--- src/rtl/ysyx_22050854_csr_pkg.sv ---
`timescale 1ns/1ps
// ----------------------------------------------------------------------------
// ysyx_22050854_csr_pkg
// Shared machine-mode CSR definitions used by the trap unit and its neighbours:
//   - CSR addresses (mstatus, mie, mtvec, mepc, mcause, mip)
//   - mstatus field positions (MIE, MPIE, MPP)
//   - mcause values for the machine timer interrupt and ecall from M-mode
//   - trap sequencer state encoding
//   - mstatus rewrite helpers for trap entry and mret
// ----------------------------------------------------------------------------
package ysyx_22050854_csr_pkg;

    localparam int CSR_XLEN = 64;

    localparam logic [11:0] CSR_MSTATUS = 12'h300;
    localparam logic [11:0] CSR_MIE     = 12'h304;
    localparam logic [11:0] CSR_MTVEC   = 12'h305;
    localparam logic [11:0] CSR_MEPC    = 12'h341;
    localparam logic [11:0] CSR_MCAUSE  = 12'h342;
    localparam logic [11:0] CSR_MIP     = 12'h344;

    localparam int MSTATUS_MIE    = 3;
    localparam int MSTATUS_MPIE   = 7;
    localparam int MSTATUS_MPP_LO = 11;
    localparam int MSTATUS_MPP_HI = 12;

    localparam logic [1:0] PRIV_M = 2'b11;

    localparam logic [CSR_XLEN-1:0] CAUSE_MTI     = 64'h8000_0000_0000_0007;
    localparam logic [CSR_XLEN-1:0] CAUSE_ECALL_M = 64'd11;

    typedef enum logic [2:0] {
        ST_IDLE       = 3'd0,
        ST_SAVE       = 3'd1,
        ST_STATUS     = 3'd2,
        ST_RET_STATUS = 3'd3,
        ST_RET_EPC    = 3'd4,
        ST_REDIRECT   = 3'd5
    } trap_state_e;

    // Trap entry: stash MIE into MPIE, disable interrupts, previous mode = M.
    function automatic logic [CSR_XLEN-1:0] mstatus_on_trap(input logic [CSR_XLEN-1:0] old_v);
        logic [CSR_XLEN-1:0] v;
        v                                = old_v;
        v[MSTATUS_MPIE]                  = old_v[MSTATUS_MIE];
        v[MSTATUS_MIE]                   = 1'b0;
        v[MSTATUS_MPP_HI:MSTATUS_MPP_LO] = PRIV_M;
        return v;
    endfunction

    // mret: restore MIE from MPIE, set MPIE, MPP stays M (only M-mode exists).
    function automatic logic [CSR_XLEN-1:0] mstatus_on_mret(input logic [CSR_XLEN-1:0] old_v);
        logic [CSR_XLEN-1:0] v;
        v                                = old_v;
        v[MSTATUS_MIE]                   = old_v[MSTATUS_MPIE];
        v[MSTATUS_MPIE]                  = 1'b1;
        v[MSTATUS_MPP_HI:MSTATUS_MPP_LO] = PRIV_M;
        return v;
    endfunction

endpackage

--- src/rtl/ysyx_22050854_trap_unit.sv ---
`timescale 1ns/1ps
// ----------------------------------------------------------------------------
// ysyx_22050854_trap_unit
// Sequences machine-mode trap entry (timer interrupt, ecall) and mret through
// the CSR file's single read port and two write ports, then issues a one-cycle
// PC redirect to fetch. The pipeline stalls while busy is high.
//
// Ports:
//   clk, rst               clock; asynchronous active-low reset
//   timer_interrupt        level interrupt request from the CSR file
//   commit_pc              PC of the oldest not-yet-retired instruction
//   ecall_valid/mret_valid requests at commit, held until trap_ack
//   csr_ren/raddr/rdata    CSR read port (rdata combinational, same cycle)
//   csr_wen1/waddr1/wdata1 CSR write port 1 (mepc, mstatus)
//   csr_wen2/waddr2/wdata2 CSR write port 2 (mcause)
//   trap_ack               one-cycle pulse when a request is accepted
//   busy                   high in every state except IDLE
//   redirect_valid/pc      one-cycle redirect to the trap vector / mepc
// ----------------------------------------------------------------------------
module ysyx_22050854_trap_unit
    import ysyx_22050854_csr_pkg::*;
#(
    parameter int XLEN    = CSR_XLEN,
    parameter int HOLDOFF = 2
) (
    input  logic            clk,
    input  logic            rst,
    input  logic            timer_interrupt,
    input  logic [XLEN-1:0] commit_pc,
    input  logic            ecall_valid,
    input  logic            mret_valid,
    output logic            csr_ren,
    output logic [11:0]     csr_raddr,
    input  logic [XLEN-1:0] csr_rdata,
    output logic            csr_wen1,
    output logic [11:0]     csr_waddr1,
    output logic [XLEN-1:0] csr_wdata1,
    output logic            csr_wen2,
    output logic [11:0]     csr_waddr2,
    output logic [XLEN-1:0] csr_wdata2,
    output logic            trap_ack,
    output logic            busy,
    output logic            redirect_valid,
    output logic [XLEN-1:0] redirect_pc
);

    localparam int HOLD_W = $clog2(HOLDOFF + 2);

    trap_state_e         state_r;
    logic [HOLD_W-1:0]   holdoff_r;
    logic [XLEN-1:0]     epc_r;
    logic [XLEN-1:0]     cause_r;
    logic [XLEN-1:0]     status_new_r;
    logic [XLEN-1:0]     target_r;

    logic                ren_r;
    logic [11:0]         raddr_r;
    logic                wen1_r;
    logic [11:0]         waddr1_r;
    logic                wen2_r;
    logic [11:0]         waddr2_r;
    logic                ack_r;
    logic                busy_r;
    logic                redirect_r;

    logic                take_irq_s;
    logic                take_trap_s;

    logic [XLEN-1:0]     wdata1_s;
    logic [XLEN-1:0]     wdata2_s;
    logic [XLEN-1:0]     redirect_pc_s;

    // Interrupts wait out the holdoff; ecall shares the trap path with them.
    assign take_irq_s  = timer_interrupt && (holdoff_r == HOLD_W'(0));
    assign take_trap_s = take_irq_s || ecall_valid;

    // Trap sequencer: state, latched trap context and registered control outputs.
    always_ff @(posedge clk or negedge rst) begin
        if (!rst) begin
            state_r      <= ST_IDLE;
            epc_r        <= {XLEN{1'b0}};
            cause_r      <= {XLEN{1'b0}};
            status_new_r <= {XLEN{1'b0}};
            target_r     <= {XLEN{1'b0}};
            ren_r        <= 1'b0;
            raddr_r      <= 12'h000;
            wen1_r       <= 1'b0;
            waddr1_r     <= 12'h000;
            wen2_r       <= 1'b0;
            waddr2_r     <= 12'h000;
            ack_r        <= 1'b0;
            busy_r       <= 1'b0;
            redirect_r   <= 1'b0;
        end else begin
            // Idle values; each state below overrides what it drives next cycle.
            ren_r      <= 1'b0;
            raddr_r    <= 12'h000;
            wen1_r     <= 1'b0;
            waddr1_r   <= 12'h000;
            wen2_r     <= 1'b0;
            waddr2_r   <= 12'h000;
            ack_r      <= 1'b0;
            busy_r     <= 1'b0;
            redirect_r <= 1'b0;
            case (state_r)
                ST_IDLE: begin
                    if (take_trap_s) begin
                        // An interrupt taken alongside an ecall records the ecall PC;
                        // the ecall stays pending and re-executes after return.
                        epc_r    <= commit_pc;
                        cause_r  <= take_irq_s ? CAUSE_MTI : CAUSE_ECALL_M;
                        state_r  <= ST_SAVE;
                        ack_r    <= 1'b1;
                        busy_r   <= 1'b1;
                        wen1_r   <= 1'b1;
                        waddr1_r <= CSR_MEPC;
                        wen2_r   <= 1'b1;
                        waddr2_r <= CSR_MCAUSE;
                        ren_r    <= 1'b1;
                        raddr_r  <= CSR_MSTATUS;
                    end else if (mret_valid) begin
                        state_r  <= ST_RET_STATUS;
                        ack_r    <= 1'b1;
                        busy_r   <= 1'b1;
                        wen1_r   <= 1'b1;
                        waddr1_r <= CSR_MSTATUS;
                        ren_r    <= 1'b1;
                        raddr_r  <= CSR_MSTATUS;
                    end else begin
                        state_r  <= ST_IDLE;
                    end
                end
                ST_SAVE: begin
                    status_new_r <= mstatus_on_trap(csr_rdata);
                    state_r      <= ST_STATUS;
                    busy_r       <= 1'b1;
                    wen1_r       <= 1'b1;
                    waddr1_r     <= CSR_MSTATUS;
                    ren_r        <= 1'b1;
                    raddr_r      <= CSR_MTVEC;
                end
                ST_STATUS: begin
                    // Direct mode only: the mode bits are dropped from mtvec.
                    target_r   <= {csr_rdata[XLEN-1:2], 2'b00};
                    state_r    <= ST_REDIRECT;
                    busy_r     <= 1'b1;
                    redirect_r <= 1'b1;
                end
                ST_RET_STATUS: begin
                    state_r <= ST_RET_EPC;
                    busy_r  <= 1'b1;
                    ren_r   <= 1'b1;
                    raddr_r <= CSR_MEPC;
                end
                ST_RET_EPC: begin
                    target_r   <= csr_rdata;
                    state_r    <= ST_REDIRECT;
                    busy_r     <= 1'b1;
                    redirect_r <= 1'b1;
                end
                ST_REDIRECT: begin
                    state_r <= ST_IDLE;
                end
                default: begin
                    state_r <= ST_IDLE;
                end
            endcase
        end
    end

    // Holdoff: reloaded whenever mstatus is written, then counts down to zero.
    always_ff @(posedge clk or negedge rst) begin
        if (!rst) begin
            holdoff_r <= HOLD_W'(0);
        end else if ((state_r == ST_STATUS) || (state_r == ST_RET_STATUS)) begin
            holdoff_r <= HOLD_W'(HOLDOFF);
        end else if (holdoff_r != HOLD_W'(0)) begin
            holdoff_r <= holdoff_r - HOLD_W'(1);
        end else begin
            holdoff_r <= holdoff_r;
        end
    end

    // Write data and redirect PC, zero whenever the matching enable is low.
    // The mret mstatus update needs the same-cycle read, so it is formed here.
    always_comb begin
        wdata1_s      = {XLEN{1'b0}};
        wdata2_s      = {XLEN{1'b0}};
        redirect_pc_s = {XLEN{1'b0}};
        case (state_r)
            ST_SAVE: begin
                wdata1_s = epc_r;
                wdata2_s = cause_r;
            end
            ST_STATUS: begin
                wdata1_s = status_new_r;
            end
            ST_RET_STATUS: begin
                wdata1_s = mstatus_on_mret(csr_rdata);
            end
            ST_REDIRECT: begin
                redirect_pc_s = target_r;
            end
            default: begin
                wdata1_s = {XLEN{1'b0}};
            end
        endcase
    end

    assign csr_ren        = ren_r;
    assign csr_raddr      = raddr_r;
    assign csr_wen1       = wen1_r;
    assign csr_waddr1     = waddr1_r;
    assign csr_wdata1     = wdata1_s;
    assign csr_wen2       = wen2_r;
    assign csr_waddr2     = waddr2_r;
    assign csr_wdata2     = wdata2_s;
    assign trap_ack       = ack_r;
    assign busy           = busy_r;
    assign redirect_valid = redirect_r;
    assign redirect_pc    = redirect_pc_s;

endmodule

--- config.mk ---
export PLATFORM = sky130hd
export DESIGN_NAME = ysyx_22050854_trap_unit
export DESIGN_NICKNAME = d
export VERILOG_FILES = /design/src/rtl/ysyx_22050854_csr_pkg.sv /design/src/rtl/ysyx_22050854_trap_unit.sv
export SDC_FILE = /design/constraint.sdc
export NUM_CORES = 1
export LEC_CHECK = 0
export CAP_MARGIN = 30
export CORE_UTILIZATION = 42
export CTS_BUF_LIST = sky130_fd_sc_hd__clkbuf_8
export DETAILED_ROUTE_END_ITERATION = 16
export PLACE_DENSITY = 0.78
export SLEW_MARGIN = 20
export SYNTH_ARGS = -nofsm -noshare
export SYNTH_HDL_FRONTEND = slang
export SYNTH_SLANG_ARGS = --single-unit
--- constraint.sdc ---
create_clock -name clk -period 1.7 [get_ports clk]
set_input_delay 0.17 -clock clk [delete_from_list [all_inputs] [get_ports clk]]
set_output_delay 0.17 -clock clk [all_outputs]
set_load 0.02 [all_outputs]
# ---- Yosys cells after proc, flatten, opt, wreduce, memory -nomap -nowiden
# Cells that the tools add are included.
dict set report classes {
  add_sub_neg 1
  n_eq_ne 5
  n_reduce_logical 12
  mux 26
}
# op count
set ops {}
lappend ops {{$mux 64} 3}
lappend ops {{$pmux 64 s3} 1}
lappend ops {{$pmux 64 s2} 1}
lappend ops {{$mux 10} 5}
lappend ops {{$pmux 10 s3} 1}
lappend ops {{$pmux 10 s2} 1}
lappend ops {{$pmux 3 s4} 1}
lappend ops {{$mux 2} 4}
lappend ops {{$eq 3x2->1 const B} 2}
lappend ops {{$eq 3x3->1 const B} 2}
lappend ops {{$mux 1} 6}
lappend ops {{$pmux 1 s2} 3}
lappend ops {{$reduce_bool 2->1} 3}
lappend ops {{$reduce_or 2->1} 2}
lappend ops {{$reduce_or 4->1} 1}
lappend ops {{$eq 3x1->1 const B} 1}
lappend ops {{$logic_not 3->1} 1}
lappend ops {{$logic_not 2->1} 1}
lappend ops {{$logic_or 1x1->1} 2}
lappend ops {{$reduce_and 2->1} 1}
lappend ops {{$sub 2x1->2 const B} 1}
lappend ops {{$logic_and 1x1->1} 1}
dict set report totals {
  input_bits 133
  register_bits 302
  wordCells 59
  out_inout_bits 234
}

# ---- Logic depth before layout (Yosys ltp)
# Gate-level depths: netlist (run 1).
dict set report logic_depth {
  word_depth 5
  ltp_mapped 7
  mapped_depth_nobuf 5
}

# ---- Least setup slack after synthesis (run 1)
# No wires, ideal clock.
dict set report synth_timing {
  path_type {register -> output}
  start {register state_r[1]}
  end {output csr_wdata1[0]}
  slack_ps -84
  arrival_time_ps 1614
  path_stages_with_launch 8
  n_path_buf 4
  required_ps 1530
  cell_sequence {dfrtp_1 -> buf_2 -> nor2b_1 -> clkbuf_1 -> buf_2 -> buf_2 -> a22oi_1 -> nor2_1}
}
dict set report synth_between {
  elab_chain_cells 2
  elab_cells_between_ends 4
  classes_between {3 x eq/ne; 1 x mux}
}
# element line
set synth_rtl {}
lappend synth_rtl {{from (decl)} ysyx_22050854_trap_unit.sv:49} ;# trap_state_e state_r;
lappend synth_rtl {{from (signal assigned)} ysyx_22050854_trap_unit.sv:80} ;# state_r <= ST_IDLE;
lappend synth_rtl {{from (signal assigned)} ysyx_22050854_trap_unit.sv:112} ;# state_r <= ST_SAVE;
lappend synth_rtl {{from (signal assigned)} ysyx_22050854_trap_unit.sv:122} ;# state_r <= ST_RET_STATUS;
lappend synth_rtl {{$eq 3x2->1 / $eq 3x1->1 (equally long branches)} ysyx_22050854_trap_unit.sv:190} ;# case (state_r)
lappend synth_rtl {{$pmux 64 s3 *} ysyx_22050854_trap_unit.sv:190}
lappend synth_rtl {{to (decl)} ysyx_22050854_trap_unit.sv:37} ;# output logic [XLEN-1:0] csr_wdata1,
# Every way passes the cells marked *; elsewhere a longest branch is shown, timed or not.

# ---- Final worst setup path (run 1)
dict set report layout_timing {
  start {register state_r[0]}
  end {output csr_wdata1[45]}
}
# Same word-level chain as after synthesis.

==> flow_metrics.py, run 1 <==
metrics = {
    "hold_path": {
        "hp-class": "primary input to async pin",
    },
    "route": {
        "top_layer": "met4",
        "met3WireLength_um": 2550,
        "m1WireLength_um": 15000,
        "viasPerCell": 5.27,
        "wl_per_cell_um": 23.2,
        "drtIter0Drc": 415,
        "drt_first_pass_iters": 4,
        "drc": 0,
        "num_vias": 8514,
        "antenna_violating_nets_post_route": 0,
        "wl_met2_um": 18800,
        "routed_wl_um": 37500,
    },
    "die": {
        "dieArea_um2": 25500,
        "die_h_um": 160,
        "num_rows": 57,
        "core_area_um2": 24300,
        "ios": 367,
        "initial_utilization": 0.429,
        "die_w_um": 160,
    },
    "yosys": {
        "synth_largest_area_cell": "dfrtp_1",
        "ys_async_sr_fraction": 1.00,
        "yosys.area_share.xor_xnor": 0.00168,
        "synth.top_cells.by_area": "dfrtp_1, mux2_2, buf_4",
        "yosysWarnings": 0,
        "synthSimpleGateAreaFrac": 0.0791,
        "synthMuxAreaShare": 0.268,
        "synthAdderAreaFrac": 0.00120,
        "ys_seq_elements": 208,
        "ys_seq_area_frac": 0.499,
        "syn-instance-count": 857,
        "synth_top_family_by_area": "multiplexers",
        "synth-edff-count": 0,
        "syn_area_um2": 10400,
        "synth_compound_area_frac": 0.0543,
        "synth_area_per_cell_um2": 12.2,
        "synth_flop_cell": "dfrtp_1",
        "ys_types": 33,
        "synth_top_area_share": 0.499,
    },
    "pwr": {
        "comb_power_share": 0.617,
        "power_leakage_nw": 7.85,
        "sw_frac_of_total": 0.377,
        "finalPower_mw": 38.3,
        "power.share.clock": 0.141,
        "ir_drop_mv": 1.29,
        "internal_power_mw": 23.9,
        "powerDensity_nw_per_um2": 2230,
        "seq_power_share": 0.242,
        "p_sw_mw": 14.4,
    },
    "timing": {
        "skew_ns": 0.0337,
        "finalSetupViolCount": 328,
        "hold_ws_ns": 0.139,
        "fin_ws_ns": -0.567,
        "max_freq_mhz": 441,
        "hold_viol": 0,
        "rsz0062_at_grt": "yes",
        "drv_slew": 0,
        "post-route-period-util": 1.33,
        "layout_min_cycle_time_ns": 2.27,
    },
    "clock_tree": {
        "h-tree-depth": 2,
        "insertion_delay_ns": 0.53,
        "cts_buffers": 39,
        "cts_buffer_depth": 3,
        "cts.sinks": 208,
        "clock_tree.root_cell": "clkbuf_8",
        "cts_tree": "yes",
        "clkTransAtPathRegs_ns": 0.06,
    },
    "global_route": {
        "grt-ovfl-total": 0,
        "grt_pass1_wl_um": 46900,
        "grt_pass1_vias": 8505,
        "grt_max_degree": 66,
        "track_usage": 0.236,
        "antenna_found_initial": 0,
    },
    "setup_path": {
        "cp.required_ns": 1.53,
        "end_kind": "output pin",
        "start_kind": "flip-flop",
        "r2r_slack_ns": -0.42,
        "r2r-start": "state_r[0]",
        "cp.arrival_ns": 2.10,
        "cp_max_fo": 5,
        "crit_type": "flip-flop to output pin",
        "rr_worst_depth": 8,
        "r2r-end": "epc_r[42]",
    },
    "place": {
        "hpwl_um": 20200,
        "dp_cells": 1478,
        "globalplace.congestion": 0.804,
        "portBuffers": 284,
    },
    "finish": {
        "final_cells": 1615,
        "drive_above_1_share": 0.591,
        "fillers": 1610,
        "layout.nets": 1397,
        "area_growth_pct": 64.4,
    },
    "outcome": {
        "violations": "negative setup slack",
        "outcome": "finished, violations left",
    },
    "run": {
        "drv_cap": 0,
    },
}
[layout make-up]
type	count	area, um^2	area share
clock buffer	52	716	0.0417
inverter	3	11.3	0.000657
timing repair buffer	441	5000	0.292
tap	324	405	0.0236
multi-input combinational	570	5640	0.329
antenna	1	2.50	0.000146
clock inverter	16	154	0.00897
sequential	208	5210	0.304
[cell usage in the layout (no fill, tap or decap), types with 2 or more instances in the layout]
master           count
a21o_1               2
a21oi_1              6
a21oi_2              4
a22oi_2             60
and3_1              34
and3_4              34
buf_12              32
buf_16               8
buf_2               38
buf_4               99
buf_6               75
buf_8               10
bufinv_16            3
clkbuf_16           28
clkbuf_8            52
clkdlybuf4s50_1    150
clkinv_2             5
conb_1              82
dfrtp_1            205
dfrtp_4              2
inv_1                8
mux2_1               7
mux2_2             120
mux2_4             120
nand2_1              4
nand2_4              2
nor2_1              12
nor2_2              52
nor2b_1              5
nor3_1               2
nor3_4               2
o21ai_0              2
or2_2                5
[through the flow]
step / setup TNS, ns / cell area (um^2) / util / setup WS (ns)
after floorplan: -0.0984 / 10900 / - / -0.0492
after global placement: -56.51 / 14100 / 0.579 / -0.353
after detailed placement: -60.02 / 14100 / 0.579 / -0.366
after CTS: -99.07 / 15200 / 0.624 / -0.544
after global routing: -129.90 / 17100 / 0.705 / -0.590
final: -117.41 / 17100 / 0.705 / -0.567
[cell families after synthesis]
| logic type | after synthesis |
|---|---|
| flip-flops | 208 |
| multiplexers | 248 |
| AO/OA/AOI/OAI | 80 |
| adder cells (fa/ha/maj) | 1 |
| other | 1 |
| buffers and inverters | 160 |
| XOR/XNOR | 2 |
| AND/OR/NAND/NOR | 157 |
[worst max path at each step]
stage	endpoint	slack, ns	startpoint	cells past startpoint
6_report	csr_wdata1[45]	-0.57	state_r[0]	6
5_1_grt	csr_wdata1[2]	-0.59	state_r[0]	6
4_1_cts	csr_wdata1[45]	-0.54	state_r[0]	6
3_5_place_dp	csr_wdata1[39]	-0.37	state_r[0]	6
3_3_place_gp	csr_wdata1[40]	-0.35	state_r[0]	5
2_1_floorplan	csr_wdata1[11]	-0.05	state_r[0]	5
[cells in the mapped netlist (all sizes together), types with 2 or more instances]
cell type / number
mux2: 247
o21ai: 4
a21o: 2
or2: 5
buf: 129
nor3: 4
a22oi: 60
a21oi: 10
clkbuf: 28
nor2b: 7
nor2: 65
dfrtp: 208
nand2: 6
inv: 3
and3: 68
[repair_timing]
item / 4_1_cts / 5_1_grt
hold buffers: 1 / 0
endpoints found under the setup margin: 333 / 337
buffers inserted: 7 / 19
pin swaps: 27 / 33
gates cloned: 5 / 36
gates resized for setup: 626 / 346
hold endpoints to repair: 203 / 0
[metal layers]
layer  vias up  track usage
li1       3684            -
met1      4349        0.280
met2       396        0.403
met3        85       0.0615
met4         0        0.105
met5         -            0
[state kept, by name, summed over array words and instances (netlist names)]
name	flops
trap_ack	1
state_r	3
busy	1
cause_r	3
redirect_valid	1
epc_r	64
holdoff_r	2
csr_waddr1	2
csr_raddr	4
target_r	64
csr_waddr2	1
status_new_r	62
[power groups by stage]
| stage | Sequential [mW] | Clock, mW | Combinational [mW] |
|---|---|---|---|
| finish | 9.28 | 5.40 | 23.6 |
| global route | 9.49 | 5.69 | 24.6 |
| detailed placement | 8.97 | 0 | 16.6 |
| CTS | 9.03 | 5.48 | 17.4 |
| floorplan | 8.53 | 0 | 10.5 |
| global placement | 8.85 | 0 | 16.3 |
[critical path, cell delays in order, from the launching register on]
cell     delay [ns]
dfrtp_4        0.53
buf_12         0.17
buf_12         0.13
mux2_2         0.29
a22oi_2        0.18
nor2_1         0.09
buf_4          0.16
Power figures use the tool's default switching activity.
==> inputs of run 2 (changes only) <==
--- a/config.mk
+++ b/config.mk
@@ -5,7 +5,6 @@
 export SDC_FILE = /design/constraint.sdc
 export NUM_CORES = 1
 export LEC_CHECK = 0
-export CAP_MARGIN = 30
 export CORE_UTILIZATION = 42
 export CTS_BUF_LIST = sky130_fd_sc_hd__clkbuf_8
 export DETAILED_ROUTE_END_ITERATION = 16
==> results of run 2 <==
Final layout, timing and power as in run 1 (identical DEF).
